### src/rtl/bin_to_bcd_seq_if.sv
// Request/result bundle for the sequential binary-to-BCD converter.
interface bin_to_bcd_seq_if #(
    parameter int BIN_W = 20
);
    // start is taken only while busy=0; busy rises on the accepting edge.
    // done pulses for one cycle on the edge that updates bcd_out and ovf.
    logic [BIN_W-1:0] bin_in;
    logic             start;
    logic             busy;
    logic             done;
    logic [23:0]      bcd_out;
    logic             ovf;

    modport master (
        output bin_in, start,
        input  busy, done, bcd_out, ovf
    );

    modport slave (
        input  bin_in, start,
        output busy, done, bcd_out, ovf
    );
endinterface

### src/rtl/bin_to_bcd_seq.sv
// Shift-and-add-3 converter, one input bit per clock, into a held 6-digit BCD register.
// Optional overflow saturation to FFFFFF is built only when BIN_TO_BCD_OVF_EN is defined.
module bin_to_bcd_seq #(
    parameter int BIN_W = 20
) (
    input  logic             clk,
    input  logic             rst,
    bin_to_bcd_seq_if.slave  bus,
    output logic             dbg_state
);
    localparam int CNT_W = $clog2(BIN_W + 1);

    typedef enum logic {
        IDLE  = 1'b0,
        SHIFT = 1'b1
    } state_t;

    state_t           state;
    logic [BIN_W-1:0] shreg;
    logic [23:0]      scratch;
    logic [CNT_W-1:0] cnt;
    logic             busy_r;
    logic             done_r;
    logic [23:0]      bcd_r;
    logic [23:0]      adj;
    logic [23:0]      scratch_nxt;

`ifdef BIN_TO_BCD_OVF_EN
    logic             ovf_flag;
    logic             ovf_r;
`endif

    // Correct every digit before the shift so each doubles into a valid BCD digit.
    always_comb begin
        adj = '0;
        for (int i = 0; i < 6; i++) begin
            if (scratch[4*i +: 4] >= 4'd5)
                adj[4*i +: 4] = scratch[4*i +: 4] + 4'd3;
            else
                adj[4*i +: 4] = scratch[4*i +: 4];
        end
        scratch_nxt = {adj[22:0], shreg[BIN_W-1]};
    end

    always_ff @(posedge clk or posedge rst) begin
        if (rst) begin
            state   <= IDLE;
            shreg   <= '0;
            scratch <= '0;
            cnt     <= '0;
            busy_r  <= 1'b0;
            done_r  <= 1'b0;
            bcd_r   <= '0;
`ifdef BIN_TO_BCD_OVF_EN
            ovf_flag <= 1'b0;
            ovf_r    <= 1'b0;
`endif
        end else begin
            done_r <= 1'b0;
            case (state)
                IDLE: begin
                    if (bus.start) begin
                        shreg   <= bus.bin_in;
                        scratch <= '0;
                        cnt     <= CNT_W'(BIN_W);
                        busy_r  <= 1'b1;
                        state   <= SHIFT;
`ifdef BIN_TO_BCD_OVF_EN
                        ovf_flag <= (32'(bus.bin_in) > 32'd999999);
`endif
                    end
                end
                SHIFT: begin
                    scratch <= scratch_nxt;
                    shreg   <= shreg << 1;
                    cnt     <= cnt - CNT_W'(1);
                    if (cnt == CNT_W'(1)) begin
`ifdef BIN_TO_BCD_OVF_EN
                        bcd_r <= ovf_flag ? 24'hFFFFFF : scratch_nxt;
                        ovf_r <= ovf_flag;
`else
                        bcd_r <= scratch_nxt;
`endif
                        done_r <= 1'b1;
                        busy_r <= 1'b0;
                        state  <= IDLE;
                    end
                end
                default: state <= IDLE;
            endcase
        end
    end

    assign bus.busy    = busy_r;
    assign bus.done    = done_r;
    assign bus.bcd_out = bcd_r;
`ifdef BIN_TO_BCD_OVF_EN
    assign bus.ovf     = ovf_r;
`else
    assign bus.ovf     = 1'b0;
`endif
    assign dbg_state   = state;
endmodule

### src/flat_wrapper.sv
// flat-port wrapper written by rule: the top's interface ports become plain ports
module bin_to_bcd_seq_flat 
#(
    parameter int BIN_W = 20
)
  (clk, rst, dbg_state, bus_bin_in, bus_start, bus_busy, bus_done, bus_bcd_out, bus_ovf);
  bin_to_bcd_seq_if #(.BIN_W(BIN_W)) bus_i ();
  input  logic clk;
  input  logic rst;
  output logic dbg_state;
  input wire logic [$bits(bus_i.bin_in)-1:0] bus_bin_in;
  input wire logic [$bits(bus_i.start)-1:0] bus_start;
  output wire logic [$bits(bus_i.busy)-1:0] bus_busy;
  output wire logic [$bits(bus_i.done)-1:0] bus_done;
  output wire logic [$bits(bus_i.bcd_out)-1:0] bus_bcd_out;
  output wire logic [$bits(bus_i.ovf)-1:0] bus_ovf;
  assign bus_i.bin_in = bus_bin_in;
  assign bus_i.start = bus_start;
  assign bus_busy = bus_i.busy;
  assign bus_done = bus_i.done;
  assign bus_bcd_out = bus_i.bcd_out;
  assign bus_ovf = bus_i.ovf;
  bin_to_bcd_seq #(.BIN_W(BIN_W)) u_core (.clk(clk), .rst(rst), .bus(bus_i), .dbg_state(dbg_state));
endmodule
### config.mk
export PLATFORM = sky130hd
export DESIGN_NAME = bin_to_bcd_seq_flat
export DESIGN_NICKNAME = d
export VERILOG_FILES = /design/src/rtl/bin_to_bcd_seq_if.sv /design/src/rtl/bin_to_bcd_seq.sv /design/src/flat_wrapper.sv
export SDC_FILE = /design/constraint.sdc
export NUM_CORES = 1
export LEC_CHECK = 0
export CAP_MARGIN = 20
export CELL_PAD_IN_SITES_DETAIL_PLACEMENT = 0
export CELL_PAD_IN_SITES_GLOBAL_PLACEMENT = 1
export CORE_UTILIZATION = 49
export DETAILED_ROUTE_END_ITERATION = 12
export DONT_BUFFER_PORTS = 1
export GPL_ROUTABILITY_DRIVEN = 0
export GPL_TIMING_DRIVEN = 0
export HOLD_SLACK_MARGIN = 0.06
export PLACE_DENSITY_LB_ADDON = 0.1
export SLEW_MARGIN = 20
export SYNTH_ARGS = -nofsm -noshare
export SYNTH_HDL_FRONTEND = slang
export SYNTH_SLANG_ARGS = --single-unit
### constraint.sdc
create_clock -name clk -period 2.8 [get_ports clk]
set_clock_uncertainty 0.1 [all_clocks]
set_input_delay 0.56 -clock clk [delete_from_list [all_inputs] [get_ports clk]]
set_output_delay 0.56 -clock clk [all_outputs]
set_load 0.005 [all_outputs]
# Word-level counts from Yosys, hierarchy flattened
# Cells that the tools add are included.
# totals
register_bits,76
latch_bits,0
ramBits,0
mem_bits_ro,0
in_bits,23
out_inout_bits,28
elab_cells,46
memories,0
# classes
n_addsub,7
n_mul,0
n_div,0
magnitude_cmp,6
n_eq_ne,3
n_shift,0
mux,20
n_bitwise,1
reduce_logical,2
# op_table
cell,count
one-hot mux 24 bit (2 select lines),1
one-hot mux 20 bit (2 select lines),1
">= comparator 4 x 3 -> 1 bit, second input constant",6
2-to-1 mux 24 bit,1
"adder 4 x 2 -> 4 bit, second input constant",5
2-to-1 mux 20 bit,1
2-to-1 mux 4 bit,5
one-hot mux 5 bit (2 select lines),1
2-to-1 mux 1 bit,6
"equality test 5 x 1 -> 1 bit, second input constant",1
2-to-1 mux 5 bit,1
"subtractor 5 x 1 -> 5 bit, second input constant",1
"inequality test 2 bit, second input constant",2
one-hot mux 1 bit (2 select lines),2
AND reduction 2 bit,2
"adder 3 x 2 -> 3 bit, second input constant",1
2-to-1 mux 3 bit,1
inverter 1 bit,1

# Depth between registers and ports, before layout
# depth
depth_word,3
ltp_mapped,8
mapped_depth_nobuf,6

# Worst setup path after synthesis
# No wires, ideal clock.
# synth_path
path_type,reg-to-reg
from,register u_core.cnt[1]
to,register u_core.bcd_r[17] (netlist: u_core.bus.bcd_out[17])
setup_ns,0.125
t_arrival_ns,1.330
t_required_ns,2.575
path_slack_ns,1.245
path_stages_with_launch,7
n_path_buf,1
synth_period_minus_slack_ns,1.555
cell_sequence,dfrtp_1 -> inv_1 -> ha_1 -> nand2_1 -> nor4_4 -> buf_4 -> mux2_2
# synth_via
elab_chain_len,2
# synth_lines
item,line_no,rtl
start: declaration,bin_to_bcd_seq.sv:21,logic [CNT_W-1:0] cnt;
start signal: assignment,bin_to_bcd_seq.sv:65,cnt <= CNT_W'(BIN_W);
start signal: assignment,bin_to_bcd_seq.sv:76,cnt <= cnt - CNT_W'(1);
equality test 5 x 1 -> 1 bit,bin_to_bcd_seq.sv:77,if (cnt == CNT_W'(1)) begin
AND reduction 2 bit (no line),--,
end signal: assignment,bin_to_bcd_seq.sv:82,bcd_r <= scratch_nxt;
end: declaration,bin_to_bcd_seq.sv:24,logic [23:0] bcd_r;
# Every way passes these cells.
# A chain may end at the register's enable or synchronous reset.

# Worst setup path after layout
# layout_path
from,register u_core.state (netlist: u_core.dbg_state)
to,register u_core.scratch[11]
# layout_via
elab_chain_len,2
word_cells_on_any_way,3
classes_between,eq/ne: 1; mux: 1; bitwise: 1
# layout_lines
item,line_no,rtl
start: declaration,bin_to_bcd_seq.sv:18,state_t state;
start signal: assignment,bin_to_bcd_seq.sv:47,state <= IDLE;
start signal: assignment,bin_to_bcd_seq.sv:67,state <= SHIFT;
start signal: assignment,bin_to_bcd_seq.sv:86,state <= IDLE;
inverter 1 bit,bin_to_bcd_seq.sv:60,case (state)
one-hot mux 24 bit (2 select lines) / inequality test 2 bit (equally long branches),--,
end signal: assignment,bin_to_bcd_seq.sv:74,scratch <= scratch_nxt;
end: declaration,bin_to_bcd_seq.sv:20,logic [23:0] scratch;
# Several ways; a longest one is shown, not always the timed one.

==> results_tabular.tex <==
\begin{tabular}{lr}
\hline
Metric & Value \\
\hline
\multicolumn{2}{l}{\textbf{Power and ir drop}} \\
\quad Switching share of power & 0.370 \\
\quad Worst IR Drop VDD & about 0.35 mV \\
\quad Power share of the combinational group & 0.368 \\
\quad Int Power & approximately 3 mW \\
\quad Clock power frac & 0.208 \\
\quad P\_leak & roughly 1.9 nW \\
\quad Switching power & $\sim$1.8 mW \\
\quad Power density of the placed cells & approximately 1200 nW/µm² \\
\quad Proportion of power drawn by flip-flops and latches & 0.424 \\
\multicolumn{2}{l}{\textbf{Global route}} \\
\quad Via count of the first global-routing pass & around 2.5k \\
\quad Maximum number of pins on one net before global-route repair & between 50 and 60 \\
\quad Combined global-route utilization of all metal layers & 0.221 \\
\quad Global route overflow & 0 \\
\quad Initial antenna violation count & 0 \\
\quad Global-route wire length before repair & about 13000 µm \\
\multicolumn{2}{l}{\textbf{Yosys}} \\
\quad Most used DFF post-synth & dfrtp\_1 \\
\quad Ys async rst share & 1.00 \\
\quad Distinct cell type count after synthesis & 30 \\
\quad Sequential area share after synthesis & 0.516 \\
\quad Count of mapped cells out of synthesis & 346 \\
\quad Post-synthesis net count & around 380 \\
\quad Netlist area before placement & $\sim$3700 µm² \\
\quad Number of synthesized flops with an enable pin & 0 \\
\quad Count of warnings emitted by yosys & 0 \\
\quad Average cell area after synthesis & 10.7 µm² \\
\quad Number of storage elements in the synthesis netlist & 76 \\
\multicolumn{2}{l}{\textbf{Clocking}} \\
\quad Number of setup buffers added after CTS & 0 \\
\quad Worst skew pair latency & $\sim$0.36 ns \\
\quad Root Driver & clkbuf\_8 \\
\quad CTS tree & yes \\
\quad CTS HTree Levels & 3 \\
\quad Number of buffers added by the clock tree synthesis step & 9 \\
\quad CTS clock-pin slew for the worst setup and hold paths & $\sim$0.080 ns \\
\quad Largest buffer count on any clock path & 2 \\
\quad Sink count of the clock tree & 76 \\
\quad Quantity of gates resized following cts & 0 \\
\multicolumn{2}{l}{\textbf{Hold path}} \\
\quad Hold Crit Class & input pin to register \\
\multicolumn{2}{l}{\textbf{Finish}} \\
\quad Leading cell type in the layout, fill and taps excluded & dfrtp\_1 \\
\quad Post-route cell area & $\sim$4100 µm² \\
\quad Number of fillers in the final layout & about 630 \\
\quad Top library cells by usage in the layout, fill and taps aside & dfrtp\_1 (76), nand2\_1 (35), o21ai\_0 (30) \\
\quad Area growth from synthesis to layout & 10.8\% \\
\quad Net count reported at finish & approximately 400 \\
\quad Antenna diodes & 0 \\
\quad Fraction of layout instances using a drive strength above 1 & 0.159 \\
\multicolumn{2}{l}{\textbf{Placement}} \\
\quad DP Wirelength & approximately 5300 µm \\
\quad Number of I/O port buffers & 0 \\
\quad Post-detailed-placement cell area & 3840 µm² \\
\multicolumn{2}{l}{\textbf{STA}} \\
\quad Setup repair after global routing missed its margin & false \\
\quad Relative slew slack & 0.604 \\
\quad Setup total negative slack & 0 ns \\
\quad Maximum clock frequency & approximately 0.6 GHz \\
\quad Slew at the pin closest to its max-slew limit & approximately 0.59 ns \\
\quad Final critical-path share of the clock period & 0.608 \\
\quad Final Hold Violating Endpoints & 0 \\
\quad Final setup violating endpoints & 0 \\
\quad Count of final max-slew check failures & 0 \\
\quad Final period demand of the worst path & $\sim$1.7 ns \\
\multicolumn{2}{l}{\textbf{Routing}} \\
\quad Starting DRC count in detailed routing & $\sim$150 \\
\quad Average detailed-routed wire length per instance & between 15 and 20 µm \\
\quad DRC violation count after routing & 0 \\
\quad Vias & 2515 \\
\quad Number of routed nets with antenna violations & 0 \\
\quad Number of detailed-routing iterations run before antenna repair & 4 \\
\quad Routed wire length & between 7000 and 8000 µm \\
\quad Vias per cell & between 5 and 6 \\
\multicolumn{2}{l}{\textbf{Critical path}} \\
\quad Slowest cell on the critical path & nor2\_1 \\
\quad Category of cells accounting for the largest share of critical-path delay & buffers and inverters \\
\quad Buffers and inverters on the worst path & 2 \\
\quad Category of the worst setup path capture point & register \\
\quad Largest stage delay on the critical path & 0.42 ns \\
\quad Type of the setup path with the least slack & register to register \\
\quad Startpoint kind of the worst setup timing path & register \\
\quad Cell-by-cell trace of the critical path & buf\_4, nor2\_1, buf\_2, o21ai\_0, nand2\_1 \\
\quad Required arrival time at the worst endpoint & about 3.0 ns \\
\quad Maximum fanout encountered on the critical timing path & 10 \\
\quad CP arrival & around 1.9 ns \\
\multicolumn{2}{l}{\textbf{Die}} \\
\quad Die outline width & 88.8 µm \\
\quad Starting density of the core & 0.509 \\
\quad Count of boundary I/O pins & just over 50 \\
\quad Number of rows created at floorplan & 31 \\
\quad Core Region & slightly above 7000 µm² \\
\quad Y dimension of the die & about 89 µm \\
\quad Floorplan die area & around 7900 µm² \\
\multicolumn{2}{l}{\textbf{Outcome}} \\
\quad Outcome & complete, no violations \\
\multicolumn{2}{l}{\textbf{Flow run}} \\
\quad Number of maximum-capacitance violations & 0 \\
\hline
\end{tabular}
[flip-flops by register name (all words and copies together) (netlist names)]
name                flops
u_core.bus.bcd_out     24
u_core.dbg_state        1
u_core.scratch         24
u_core.cnt              5
u_core.shreg           20
u_core.bus.done         1
u_core.bus.busy         1
[power by group through the flow]
stage               combinational [mW]  clock, mW  sequential [mW]
floorplan                         1.45          0             1.92
global placement                  1.71          0             2.02
detailed placement                1.77          0             2.03
CTS                               1.78       1.00             2.01
global route                      1.99       1.04             2.09
finish                            1.75      0.987             2.01
[cells by family (layout without fill, tap and decap cells)]
kind of cell | count (synthesis) | count (layout) | share of synthesized area
buffers and inverters | 37 | 55 | 0.0522
AO/OA/AOI/OAI | 84 | 84 | 0.140
AND/OR/NAND/NOR | 88 | 88 | 0.116
multiplexers | 39 | 39 | 0.110
adder cells (fa/ha/maj) | 14 | 14 | 0.0475
XOR/XNOR | 7 | 7 | 0.0166
flip-flops | 76 | 76 | 0.516
other | 1 | 1 | 0.00102
[what timing repair did]
item / in CTS / in global routing
endpoints found under the setup margin: 0 / 0
hold buffers: 1 / 0
endpoints found under the hold margin: 19 / 0
[through the flow]
step,setup WS (ns),cells,total power [mW],hold slack [ns],utilization
5_1_grt,0.962,463,5.12,0.257,0.564
3_5_place_dp,0.881,446,3.80,0.307,0.530
4_1_cts,1.04,463,4.79,0.261,0.564
3_3_place_gp,-0.685,445,3.72,0.359,0.526
2_1_floorplan,0.202,346,3.37,0.349,-
6_report,1.10,463,4.75,0.268,0.564
[metal layers]
layer	wire (µm)	up-vias	GRT usage
met2	3600	56	0.336
met3	363	11	0.0588
li1	-	1221	-
met1	3750	1227	0.306
met5	0	-	0
met4	112	0	0.0748
[cell usage after synthesis, types with 6 or more instances]
| master | instances | area, µm² |
|---|---|---|
| nand2_1 | 35 | 131 |
| xnor2_1 | 7 | 61.3 |
| o21ai_0 | 30 | 150 |
| ha_1 | 14 | 175 |
| nand2b_1 | 6 | 37.5 |
| a22o_1 | 6 | 52.6 |
| nor3b_1 | 11 | 82.6 |
| a21oi_1 | 20 | 100 |
| inv_1 | 17 | 63.8 |
| nor2_1 | 16 | 60.1 |
| mux2i_1 | 26 | 260 |
| a21o_1 | 6 | 45.0 |
| o22ai_1 | 8 | 50.1 |
| nand3_1 | 6 | 30.0 |
| nor3_1 | 12 | 60.1 |
| buf_2 | 7 | 35.0 |
| mux2_2 | 13 | 146 |
| dfrtp_1 | 76 | 1900 |
| a21oi_2 | 11 | 96.3 |
[final timing paths]
path / from / end / slack, ns / cells after the start
min in group asynchronous: rst / u_core.bus.bcd_out[2] / 0.53 / 2
hold reg to reg: u_core.shreg[9] / u_core.shreg[10] / 0.39 / 2
setup reg to reg: u_core.dbg_state / u_core.scratch[11] / 1.10 / 5
hold / removal: bus_bin_in[0] / u_core.shreg[0] / 0.27 / 2
max in group asynchronous: rst / u_core.shreg[15] / 1.51 / 3
setup / recovery: u_core.dbg_state / u_core.scratch[11] / 1.10 / 5
[layout make-up]
type	count	area [µm²]	area share
Sequential cell	76	1900	0.465
Inverter	17	66.3	0.0162
Multi-Input combinational cell	233	1590	0.390
Buffer	20	129	0.0315
Clock inverter	4	70.1	0.0171
Timing Repair Buffer	2	37.5	0.00918
Tap cell	99	124	0.0303
Clock buffer	12	165	0.0404
(Power assumes the default switching activity.)
